### config.mk
export PLATFORM = sky130hd
export DESIGN_NAME = vga_rx_monitor_flat
export DESIGN_NICKNAME = d
export VERILOG_FILES = /design/src/rtl/vga_rx_monitor_if.sv /design/src/rtl/vga_rx_monitor.sv /design/src/flat_wrapper.sv
export SDC_FILE = /design/constraint.sdc
export NUM_CORES = 1
export LEC_CHECK = 0
export CAP_MARGIN = 20
export CORE_ASPECT_RATIO = 1.5
export CORE_MARGIN = 1.5
export CORE_UTILIZATION = 35
export CTS_CLUSTER_DIAMETER = 40
export DETAILED_ROUTE_END_ITERATION = 7
export GPL_TIMING_DRIVEN = 0
export MAX_ROUTING_LAYER = met4
export PLACE_DENSITY = 0.53
export SYNTH_ARGS = -nofsm -noshare
export SYNTH_HDL_FRONTEND = slang
export SYNTH_SLANG_ARGS = --single-unit
export TNS_END_PERCENT = 10
### constraint.sdc
create_clock -name clk -period 3.7 [get_ports clk]
set_input_delay 1.11 -clock clk [delete_from_list [all_inputs] [get_ports clk]]
set_output_delay 1.11 -clock clk [all_outputs]
set_load 0.01 [all_outputs]
### src/rtl/vga_rx_monitor_if.sv
// rtl/vga_rx_monitor_if.sv - VGA pixel stream bundle seen by the receive-side monitor
interface vga_rx_monitor_if;
    logic       vga_clk;
    logic       hsync;
    logic       vsync;
    logic       vga_blank_n;
    logic [7:0] r;
    logic [7:0] g;
    logic [7:0] b;

    modport master (
        output vga_clk, hsync, vsync, vga_blank_n, r, g, b
    );

    modport slave (
        input  vga_clk, hsync, vsync, vga_blank_n, r, g, b
    );
endinterface

### src/rtl/vga_rx_monitor.sv
// rtl/vga_rx_monitor.sv - VGA sink: recovers line/frame timing, lock, frame checksum and pixel probe
module vga_rx_monitor #(
    parameter int H_TOTAL = 800,
    parameter int V_TOTAL = 525
) (
    input  logic               clk,
    input  logic               rst,
    vga_rx_monitor_if.slave    vga,
    input  logic [9:0]         probe_x,
    input  logic [9:0]         probe_y,
    output logic               locked,
    output logic               err,
    output logic [9:0]         line_len,
    output logic [9:0]         frame_lines,
    output logic [15:0]        frame_sum,
    output logic [23:0]        probe_rgb,
    output logic               frame_done
);

    typedef enum logic [1:0] {SEARCH, ARM, LOCKED} state_t;

    state_t      state_q, state_d;
    logic        vclk_q, vclk_d;
    logic        hs_q, hs_d, vs_q, vs_d, bl_q, bl_d;
    logic [9:0]  hcnt_q, hcnt_d, vcnt_q, vcnt_d;
    logic [9:0]  xcnt_q, xcnt_d, ycnt_q, ycnt_d;
    logic        line_act_q, line_act_d;
    logic        line_ok_q, line_ok_d;
    logic [15:0] acc_q, acc_d;
    logic [9:0]  line_len_q, line_len_d, frame_lines_q, frame_lines_d;
    logic [15:0] frame_sum_q, frame_sum_d;
    logic [23:0] probe_rgb_q, probe_rgb_d;
    logic        err_q, err_d, frame_done_q, frame_done_d;

    logic        tick, h_fall, v_fall, len_good, ok_eff;
    logic [10:0] meas;
    logic [9:0]  vcnt_new, x_cur, y_line;
    logic [15:0] acc_sum;

    function automatic logic [9:0] sat_inc(input logic [9:0] v);
        return (v == 10'h3FF) ? v : v + 10'd1;
    endfunction

    always_comb begin
        state_d       = state_q;
        vclk_d        = vga.vga_clk;
        hs_d          = hs_q;
        vs_d          = vs_q;
        bl_d          = bl_q;
        hcnt_d        = hcnt_q;
        vcnt_d        = vcnt_q;
        xcnt_d        = xcnt_q;
        ycnt_d        = ycnt_q;
        line_act_d    = line_act_q;
        line_ok_d     = line_ok_q;
        acc_d         = acc_q;
        line_len_d    = line_len_q;
        frame_lines_d = frame_lines_q;
        frame_sum_d   = frame_sum_q;
        probe_rgb_d   = probe_rgb_q;
        err_d         = err_q;
        frame_done_d  = 1'b0;
        ok_eff        = line_ok_q;

        tick     = vga.vga_clk & ~vclk_q;
        h_fall   = tick & hs_q & ~vga.hsync;
        v_fall   = tick & vs_q & ~vga.vsync;
        meas     = {1'b0, hcnt_q} + 11'd1;
        len_good = (meas == 11'(H_TOTAL));
        vcnt_new = h_fall ? sat_inc(vcnt_q) : vcnt_q;
        x_cur    = bl_q ? xcnt_q : 10'd0;
        // A closing line is counted into y before a same-tick frame close resets it
        y_line   = (h_fall && line_act_q) ? sat_inc(ycnt_q) : ycnt_q;
        if (v_fall) y_line = 10'd0;
        acc_sum  = acc_q + (vga.vga_blank_n ? {8'd0, vga.r ^ vga.g ^ vga.b} : 16'd0);

        if (tick) begin
            hs_d   = vga.hsync;
            vs_d   = vga.vsync;
            bl_d   = vga.vga_blank_n;
            hcnt_d = h_fall ? 10'd0 : sat_inc(hcnt_q);
            vcnt_d = vcnt_new;
            ycnt_d = y_line;
            acc_d  = acc_sum;
            line_act_d = h_fall ? vga.vga_blank_n : (line_act_q | vga.vga_blank_n);

            if (h_fall) line_len_d = meas[10] ? 10'h3FF : meas[9:0];

            if (vga.vga_blank_n) begin
                xcnt_d = sat_inc(x_cur);
                if (x_cur == probe_x && y_line == probe_y)
                    probe_rgb_d = {vga.r, vga.g, vga.b};
            end

            if (v_fall) begin
                frame_lines_d = vcnt_new;
                vcnt_d        = 10'd0;
                frame_sum_d   = acc_sum;
                acc_d         = 16'd0;
                frame_done_d  = 1'b1;
            end

            case (state_q)
                SEARCH: begin
                    if (v_fall) begin
                        state_d   = ARM;
                        line_ok_d = 1'b1;
                    end
                end
                ARM: begin
                    ok_eff    = line_ok_q & ~(h_fall & ~len_good);
                    line_ok_d = ok_eff;
                    if (v_fall) begin
                        if (ok_eff && vcnt_new == 10'(V_TOTAL)) state_d = LOCKED;
                        line_ok_d = 1'b1;
                    end
                end
                LOCKED: begin
                    if ((h_fall && !len_good) || (v_fall && vcnt_new != 10'(V_TOTAL))) begin
                        state_d = SEARCH;
                        err_d   = 1'b1;
                    end
                end
                default: state_d = SEARCH;
            endcase
        end
    end

    always_ff @(posedge clk or negedge rst) begin
        if (!rst) begin
            state_q       <= SEARCH;
            vclk_q        <= 1'b0;
            hs_q          <= 1'b0;
            vs_q          <= 1'b0;
            bl_q          <= 1'b0;
            hcnt_q        <= 10'd0;
            vcnt_q        <= 10'd0;
            xcnt_q        <= 10'd0;
            ycnt_q        <= 10'd0;
            line_act_q    <= 1'b0;
            line_ok_q     <= 1'b0;
            acc_q         <= 16'd0;
            line_len_q    <= 10'd0;
            frame_lines_q <= 10'd0;
            frame_sum_q   <= 16'd0;
            probe_rgb_q   <= 24'd0;
            err_q         <= 1'b0;
            frame_done_q  <= 1'b0;
        end else begin
            state_q       <= state_d;
            vclk_q        <= vclk_d;
            hs_q          <= hs_d;
            vs_q          <= vs_d;
            bl_q          <= bl_d;
            hcnt_q        <= hcnt_d;
            vcnt_q        <= vcnt_d;
            xcnt_q        <= xcnt_d;
            ycnt_q        <= ycnt_d;
            line_act_q    <= line_act_d;
            line_ok_q     <= line_ok_d;
            acc_q         <= acc_d;
            line_len_q    <= line_len_d;
            frame_lines_q <= frame_lines_d;
            frame_sum_q   <= frame_sum_d;
            probe_rgb_q   <= probe_rgb_d;
            err_q         <= err_d;
            frame_done_q  <= frame_done_d;
        end
    end

    assign locked      = (state_q == LOCKED);
    assign err         = err_q;
    assign line_len    = line_len_q;
    assign frame_lines = frame_lines_q;
    assign frame_sum   = frame_sum_q;
    assign probe_rgb   = probe_rgb_q;
    assign frame_done  = frame_done_q;

endmodule
### src/flat_wrapper.sv
// flat-port wrapper written by rule: the top's interface ports become plain ports
module vga_rx_monitor_flat 
#(
    parameter int H_TOTAL = 800,
    parameter int V_TOTAL = 525
)
  (clk, rst, probe_x, probe_y, locked, err, line_len, frame_lines, frame_sum, probe_rgb, frame_done, vga_vga_clk, vga_hsync, vga_vsync, vga_vga_blank_n, vga_r, vga_g, vga_b);
  vga_rx_monitor_if vga_i ();
  input  logic clk;
  input  logic rst;
  input  logic [9:0] probe_x;
  input  logic [9:0] probe_y;
  output logic locked;
  output logic err;
  output logic [9:0] line_len;
  output logic [9:0] frame_lines;
  output logic [15:0] frame_sum;
  output logic [23:0] probe_rgb;
  output logic frame_done;
  input wire logic [$bits(vga_i.vga_clk)-1:0] vga_vga_clk;
  input wire logic [$bits(vga_i.hsync)-1:0] vga_hsync;
  input wire logic [$bits(vga_i.vsync)-1:0] vga_vsync;
  input wire logic [$bits(vga_i.vga_blank_n)-1:0] vga_vga_blank_n;
  input wire logic [$bits(vga_i.r)-1:0] vga_r;
  input wire logic [$bits(vga_i.g)-1:0] vga_g;
  input wire logic [$bits(vga_i.b)-1:0] vga_b;
  assign vga_i.vga_clk = vga_vga_clk;
  assign vga_i.hsync = vga_hsync;
  assign vga_i.vsync = vga_vsync;
  assign vga_i.vga_blank_n = vga_vga_blank_n;
  assign vga_i.r = vga_r;
  assign vga_i.g = vga_g;
  assign vga_i.b = vga_b;
  vga_rx_monitor #(.H_TOTAL(H_TOTAL), .V_TOTAL(V_TOTAL)) u_core (.clk(clk), .rst(rst), .vga(vga_i), .probe_x(probe_x), .probe_y(probe_y), .locked(locked), .err(err), .line_len(line_len), .frame_lines(frame_lines), .frame_sum(frame_sum), .probe_rgb(probe_rgb), .frame_done(frame_done));
endmodule
==> results of run 1 <==
-- power by group through the flow --
stage,clock network (mW),logic (mW),registers [mW]
6_report,1.64,1.22,1.83
3_3_place_gp,0,1.18,1.83
2_1_floorplan,0,0.650,1.84
3_5_place_dp,0,1.20,1.85
5_1_grt,1.74,1.36,1.86
4_1_cts,1.68,1.22,1.83
-- path summary, 6_finish.rpt --
| path | end | slack, ns | cells past startpoint |
|---|---|---|---|
| min in group asynchronous | u_core.ycnt_q[6] | 0.62 | 1 |
| min | u_core.line_len[1] | 0.47 | 2 |
| max | u_core.probe_rgb[1] | -0.04 | 10 |
| max in group asynchronous | u_core.hcnt_q[8] | 2.30 | 2 |
| min reg2reg | u_core.line_len[1] | 0.47 | 2 |
| max reg2reg | u_core.probe_rgb[1] | 0.11 | 10 |
-- cells in the mapped netlist (3+ instances only) --
library cell                instances
sky130_fd_sc_hd__xnor2_1           42
sky130_fd_sc_hd__o21bai_1           3
sky130_fd_sc_hd__xor2_1            14
sky130_fd_sc_hd__and3_1            16
sky130_fd_sc_hd__nand2_1           92
sky130_fd_sc_hd__a211oi_1           3
sky130_fd_sc_hd__nand4_1           14
sky130_fd_sc_hd__a21o_1             7
sky130_fd_sc_hd__a311oi_1           3
sky130_fd_sc_hd__nand4b_1           6
sky130_fd_sc_hd__o31ai_1            6
sky130_fd_sc_hd__inv_1             18
sky130_fd_sc_hd__a2bb2oi_1          3
sky130_fd_sc_hd__a21oi_1           29
sky130_fd_sc_hd__o21ai_0           58
sky130_fd_sc_hd__o2111ai_1          5
sky130_fd_sc_hd__nand3_1           29
sky130_fd_sc_hd__nor4b_1            3
sky130_fd_sc_hd__mux2_2             5
sky130_fd_sc_hd__buf_2              4
sky130_fd_sc_hd__and2_1            15
sky130_fd_sc_hd__or4_1              4
sky130_fd_sc_hd__mux2i_1            9
sky130_fd_sc_hd__nand2b_1           6
sky130_fd_sc_hd__a31oi_1           11
sky130_fd_sc_hd__nor2_1            63
sky130_fd_sc_hd__ha_1              12
sky130_fd_sc_hd__a22o_1             7
sky130_fd_sc_hd__mux2_4            21
sky130_fd_sc_hd__dfrtp_1          126
sky130_fd_sc_hd__nor4_1             3
sky130_fd_sc_hd__or3_1              7
sky130_fd_sc_hd__clkbuf_1          26
sky130_fd_sc_hd__nor3_1            14
-- critical path, delay by kind of cell --
family                 cells  cell delay, ns
buffers and inverters      3            0.40
and+or+nand+nor            4            1.65
AOI/OAI and AO/OA          1            0.25
muxes                      2            0.62
-- area by class of cell --
type | count | share of cell area, %
multi-input combinational | 548 | 39.7
timing repair buffer | 122 | 13.6
tap | 260 | 3.51
sequential | 126 | 34.0
buffer | 35 | 2.11
inverter | 19 | 0.823
clock inverter | 11 | 1.26
clock buffer | 21 | 4.97
-- layer usage --
| metal | up-vias | global-route usage, % |
|---|---|---|
| met2 | 141 | 36.0 |
| met1 | 2932 | 21.8 |
| li1 | 2881 | - |
| met4 | 0 | 6.76 |
| met3 | 28 | 3.54 |
| met5 | - | - |
-- logic make-up (layout without fill, tap and decap cells) --
group,Yosys count,in the layout,synth area share [%]
compound gates,154,154,14.2
xor+xnor,56,56,7.05
fa+ha+maj,13,13,2.45
buf+inv,54,208,3.31
flops,126,126,45.3
mux,35,35,6.64
simple gates,290,290,21.0
-- stage by stage --
stage / power [mW] / cell area [µm²] / utilization, % / instances / worst slack (ns)
final: 4.69 / 9270 / 47.2 / 1142 / -0.0407
after global routing: 4.97 / 9270 / 47.2 / 1142 / -0.0858
after CTS: 4.73 / 9220 / 47.0 / 1140 / -0.0596
after detailed placement: 3.05 / 8460 / 43.1 / 1101 / -1.13
after global placement: 3.01 / 8430 / 42.9 / 1100 / -3.69
after floorplan: 2.49 / 6980 / - / 728 / -0.164
-- repair_timing --
action	in CTS	in global routing
endpoints found under the setup margin	34	33
gates cloned	2	0
pin swaps	12	9
buffers inserted	5	2
gates resized for setup	41	10
-- flip-flops by register name, indices dropped and copies added (netlist names) --
name                flops
u_core.err              1
u_core.hs_q             1
u_core.frame_lines     10
u_core.bl_q             1
u_core.line_len        10
u_core.ycnt_q          10
u_core.frame_done       1
u_core.acc_q           16
u_core.vcnt_q          10
u_core.xcnt_q          10
u_core.line_act_q       1
u_core.hcnt_q          10
u_core.vclk_q           1
u_core.probe_rgb       24
u_core.frame_sum       16
u_core.state_q          2
u_core.vs_q             1
u_core.line_ok_q        1
==> out/results.tsv, run 1 <==
metric	value	unit
hold_path_class	register to register	
post-route-min-period	3.74	ns
post_synth.cell_area_avg	9.56	µm²
vdd_ir_drop_max	0.000295	V
ff_latch_area	3150	µm²
yosysTopAreaCellShare	45.3	%
place_congestion	0.859	
r2r-start	u_core.ycnt_q[1]	
critPathRequiredTime	4.00	ns
synthesis.area	6960	µm²
clock_pin_slew_reported_for_the_worst_setup_and_hold_paths_after_clock_tree_synthesis	0.05	ns
first_global_vias	6052	
synth-edff-count	0	
maxClockFrequency	267	MHz
port_buffers	112	
failing_checks	setup timing	
crit_path_start_kind	input pin	
run_status	finished with violations	
cp_max_fo	5	
antenna_found_initial	0	
routedWlPerCell	17.1	µm
areaGrowthSynthToFinish	33.2	%
fin_worst_skew	0.00685	ns
post_synth_main_area_contributors	sky130_fd_sc_hd__dfrtp_1 (45%), sky130_fd_sc_hd__xnor2_1 (5.3%), sky130_fd_sc_hd__nand2_1 (5.0%), sky130_fd_sc_hd__mux2_4 (4.5%), sky130_fd_sc_hd__o21ai_0 (4.2%)	
pwr-share-seq	38.9	%
timing.max_cap.violations	0	
clkLatencyLatePin	0.42	ns
synth.largest_area_cell	sky130_fd_sc_hd__dfrtp_1	
post_synth_inst_count	728	
clock-sinks	126	
setup-tns-final	-0.804	ns
grt_setup_unrepaired	true	
grt-ovfl-total	0	
met2_length	10500	µm
top_level_ports	113	
post_route_drc_violation_count	0	
share_clk_of_total_power	35.0	%
cpPeakStageDelay	0.52	ns
layout_common_cells	sky130_fd_sc_hd__dfrtp_1 (126), sky130_fd_sc_hd__clkdlybuf4s50_1 (103), sky130_fd_sc_hd__nand2_1 (92)	
detailroute.wirelength.met3	687	µm
worstSetupPathType	input pin to register	
chipWidth	118	µm
cp_max_stage_cell	sky130_fd_sc_hd__or4_4	
p_leak	4.02	nW
hold_buffers	0	
max_slew.worst_pin.slew	0.752	ns
core.rowCount	63	
m1WireLength	8030	µm
setup_ws	-0.0407	ns
ys_types	67	
internal_power	3.23	mW
multi_input_comb_area	3680	µm²
initial_cell_density_of_the_core	35.4	%
hold_ws	0.470	ns
asyncSetResetFlopFracSynth	100	%
startpoint	vga_hsync	
final_nets	932	
hold_path_startpoint	u_core.line_len[1]	
wire_length_of_the_first_global_routing_pass	31500	µm
cts_root_buffer	sky130_fd_sc_hd__clkbuf_16	
hold_viol_final	0	
fp.dieArea	20800	µm²
ys.flop_type	sky130_fd_sc_hd__dfrtp_1	
top_layer	met4	
switchingPower	1.46	mW
worstSetupEndpointType	register	
vias_per_cell	5.24	
layout.cells.most_common	sky130_fd_sc_hd__dfrtp_1	
timing.final.setup_violations	24	
drc_marker_count_from_the_first_detailed_route_iteration	305	
htree_levels	4	
clockBufferDepth	2	
finalMaxSlewViolations	0	
drt_pass1_iterations	5	
drive_gt1_share	12.0	%
cts_tree	yes	
worst-endpoint-arrival	4.04	ns
critical_path.cell_chain	buf_6 -> nand4bb_4 -> nor4_4 -> mux2_4 -> a211o_1 -> or4_4 -> or4_4 -> buf_12 -> buf_12 -> mux2_4	
die_height	176	µm
ant_nets	0	
power.switching_fraction	31.2	%
min_period_over_period	101	%
route.final.wire_length	19600	µm
relSlewSlack	49.4	%
synth.yosys.seq_area_share	45.3	%
insertedDiodeCount	0	
fillerInstances	1870	
combPwrFrac	26.1	%
vias	5982	
ys_seq_elements	126	
design.core.area	19600	µm²
grt_util_all_layers	19.9	%
pin_count_of_the_biggest_net_entering_global_routing	80	
powerDensity	506	nW/µm²
dp_hpwl	14300	µm
syn_nets	791	
cts-buffers-inserted	17	
synth_warnings	0	
No activity file was read; power rests on OpenSTA's default activity.
==> run 2: changes to the inputs <==
--- a/config.mk
+++ b/config.mk
@@ -12,7 +12,6 @@
 export CTS_CLUSTER_DIAMETER = 40
 export DETAILED_ROUTE_END_ITERATION = 7
 export GPL_TIMING_DRIVEN = 0
-export MAX_ROUTING_LAYER = met4
 export PLACE_DENSITY = 0.53
 export SYNTH_ARGS = -nofsm -noshare
 export SYNTH_HDL_FRONTEND = slang
==> out/results.tsv, run 2 (synthesis gave the netlist of run 1 again) <==
metric	value	unit	change
run_status	finished with violations		
failing_checks	setup timing		
initial_cell_density_of_the_core	35.4	%	unchanged
relSlewSlack	50.3	%	+0.89 points
port_buffers	112		unchanged
worstSetupPathType	input pin to register		
ff_latch_area	3150	µm²	unchanged
pwr-share-seq	37.5	%	-1.4 points
first_global_vias	6180		+2.1%
m1WireLength	7650	µm	-4.8%
clkLatencyLatePin	0.42	ns	about the same
drt_pass1_iterations	4		-1
final-instance-count-excl-fill	1143		+0.088%
cts_tree	yes		
layout.cells.most_common	sky130_fd_sc_hd__dfrtp_1		
hold_viol_final	0		unchanged
insertedDiodeCount	0		unchanged
clockBufferDepth	2		unchanged
wire_length_of_the_first_global_routing_pass	31500	µm	-0.11%
hold_ws	0.474	ns	+0.00376 ns
pre_cts_ws	-1.13	ns	-0.00470 ns
placedCellCount	1101		unchanged
share_clk_of_total_power	37.8	%	+2.8 points
grt-ovfl-total	0		unchanged
timing.final.setup_violations	23		-4.2%
final_nets	933		+0.11%
final_area	9330	µm²	+0.63%
vias	5986		+0.067%
chipWidth	118	µm	unchanged
die_height	176	µm	unchanged
dp_hpwl	14200	µm	-0.43%
core.rowCount	63		unchanged
postPlaceCellArea	8460	µm²	unchanged
setup_ws	-0.0279	ns	+0.0128 ns
combPwrFrac	24.7	%	-1.4 points
worst-endpoint-arrival	4.03	ns	about the same
layout_common_cells	sky130_fd_sc_hd__dfrtp_1 (126), sky130_fd_sc_hd__clkdlybuf4s50_1 (103), sky130_fd_sc_hd__nand2_1 (92)		
routedWlPerCell	16.9	µm	-1.4%
grt_util_all_layers	19.3	%	-0.60 points
design.core.area	19600	µm²	unchanged
finalMaxSlewViolations	0		unchanged
internal_power	3.42	mW	+5.9%
finish.utilization	47.5	%	+0.30 points
max_slew.worst_pin.slew	0.738	ns	-0.0133 ns
crit_path_start_kind	input pin		
fin_worst_skew	0.00901	ns	+0.00216 ns
top_level_ports	113		unchanged
top_layer	met4		
cts_root_buffer	sky130_fd_sc_hd__clkbuf_16		
fillerInstances	1872		+0.11%
number_of_flip_flops_under_the_largest_register_name	24		unchanged
setup-tns-final	-0.491	ns	+0.313 ns
worstSetupEndpointType	register		
post-route-min-period	3.73	ns	-0.0128 ns
areaGrowthSynthToFinish	34.1	%	
hold_path_class	register to register		
min_period_over_period	101	%	-0.35 points
switchingPower	1.46	mW	-0.57%
ant_nets	0		unchanged
vdd_ir_drop_max	0.000238	V	-19%
timing.max_cap.violations	0		unchanged
cp_max_fo	6		+1
drive_gt1_share	11.7	%	-0.35 points
grt_setup_unrepaired	true		
power.total	4.88	mW	+3.9%
power.switching_fraction	29.8	%	-1.3 points
powerDensity	523	nW/µm²	+3.2%
fp.dieArea	20800	µm²	unchanged
pin_count_of_the_biggest_net_entering_global_routing	83		+3.8%
htree_levels	4		unchanged
cts-buffers-inserted	17		unchanged
multi_input_comb_area	3660	µm²	-0.54%
antenna_found_initial	0		unchanged
detailroute.wirelength.met3	823	µm	+20%
post_route_drc_violation_count	0		unchanged
route.final.wire_length	19300	µm	-1.3%
met2_length	10200	µm	-2.7%
maxClockFrequency	268	MHz	+0.34%
place_congestion	0.875		+1.8%
clock-sinks	126		unchanged
critPathRequiredTime	4.00	ns	about the same
p_leak	4.04	nW	+0.55%
drc_marker_count_from_the_first_detailed_route_iteration	287		-5.9%
vias_per_cell	5.24		about the same
clock_pin_slew_reported_for_the_worst_setup_and_hold_paths_after_clock_tree_synthesis	0.06	ns	about the same
==> run 2: repair_timing <==
action | CTS | global route
pin swaps | 9 | 15
cloned | 2 | 0
buffers inserted | 6 | 2
hold buffers | 0 | 0
resized for setup | 40 | 10
endpoints found under the setup margin | 33 | 32
==> run 2: path summary, 6_finish.rpt <==
path | from | to | slack, ns | cells after the start
worst max-delay path | vga_hsync | u_core.probe_rgb[15] | -0.03 | 10
worst min-delay path | u_core.line_len[1] | u_core.line_len[1] | 0.47 | 2
worst max register to register | u_core.ycnt_q[1] | u_core.probe_rgb[15] | 0.10 | 10
worst min register to register | u_core.line_len[1] | u_core.line_len[1] | 0.47 | 2
max in group asynchronous | rst | u_core.frame_sum[15] | 2.32 | 2
min in group asynchronous | rst | u_core.ycnt_q[6] | 0.60 | 1
==> run 2: worst max-delay path, stage by stage <==
cell and delay, ns:
sky130_fd_sc_hd__buf_8 0.10, sky130_fd_sc_hd__nand4bb_4 0.28, sky130_fd_sc_hd__nor4_4 0.36, sky130_fd_sc_hd__mux2_4 0.33, sky130_fd_sc_hd__a211o_1 0.25, sky130_fd_sc_hd__or4_4 0.52
sky130_fd_sc_hd__or4_4 0.47, sky130_fd_sc_hd__buf_12 0.17, sky130_fd_sc_hd__buf_16 0.14, sky130_fd_sc_hd__mux2_4 0.29
==> run 2: area by class of cell <==
class                   instances  area share, %
multi-input cells             548           39.3
repair buffers                123           13.6
flip-flops and latches        126           33.8
well taps                     260           3.49
clock inverters                 9           1.66
inverters                      19          0.818
plain buffers                  35           2.05
clock buffers                  23           5.34
==> run 2: metal layers <==
layer	track usage, %	up-vias
met5	0	-
met4	9.91	0
met3	4.12	43
met2	34.8	158
met1	21.1	2906
li1	-	2879
==> run 2: power by group through the flow <==
stage | registers [mW] | logic, mW | clock network (mW)
2_1_floorplan | 1.84 | 0.650 | 0
3_3_place_gp | 1.83 | 1.18 | 0
3_5_place_dp | 1.84 | 1.20 | 0
4_1_cts | 1.83 | 1.22 | 1.88
5_1_grt | 1.86 | 1.36 | 1.94
6_report | 1.83 | 1.21 | 1.84
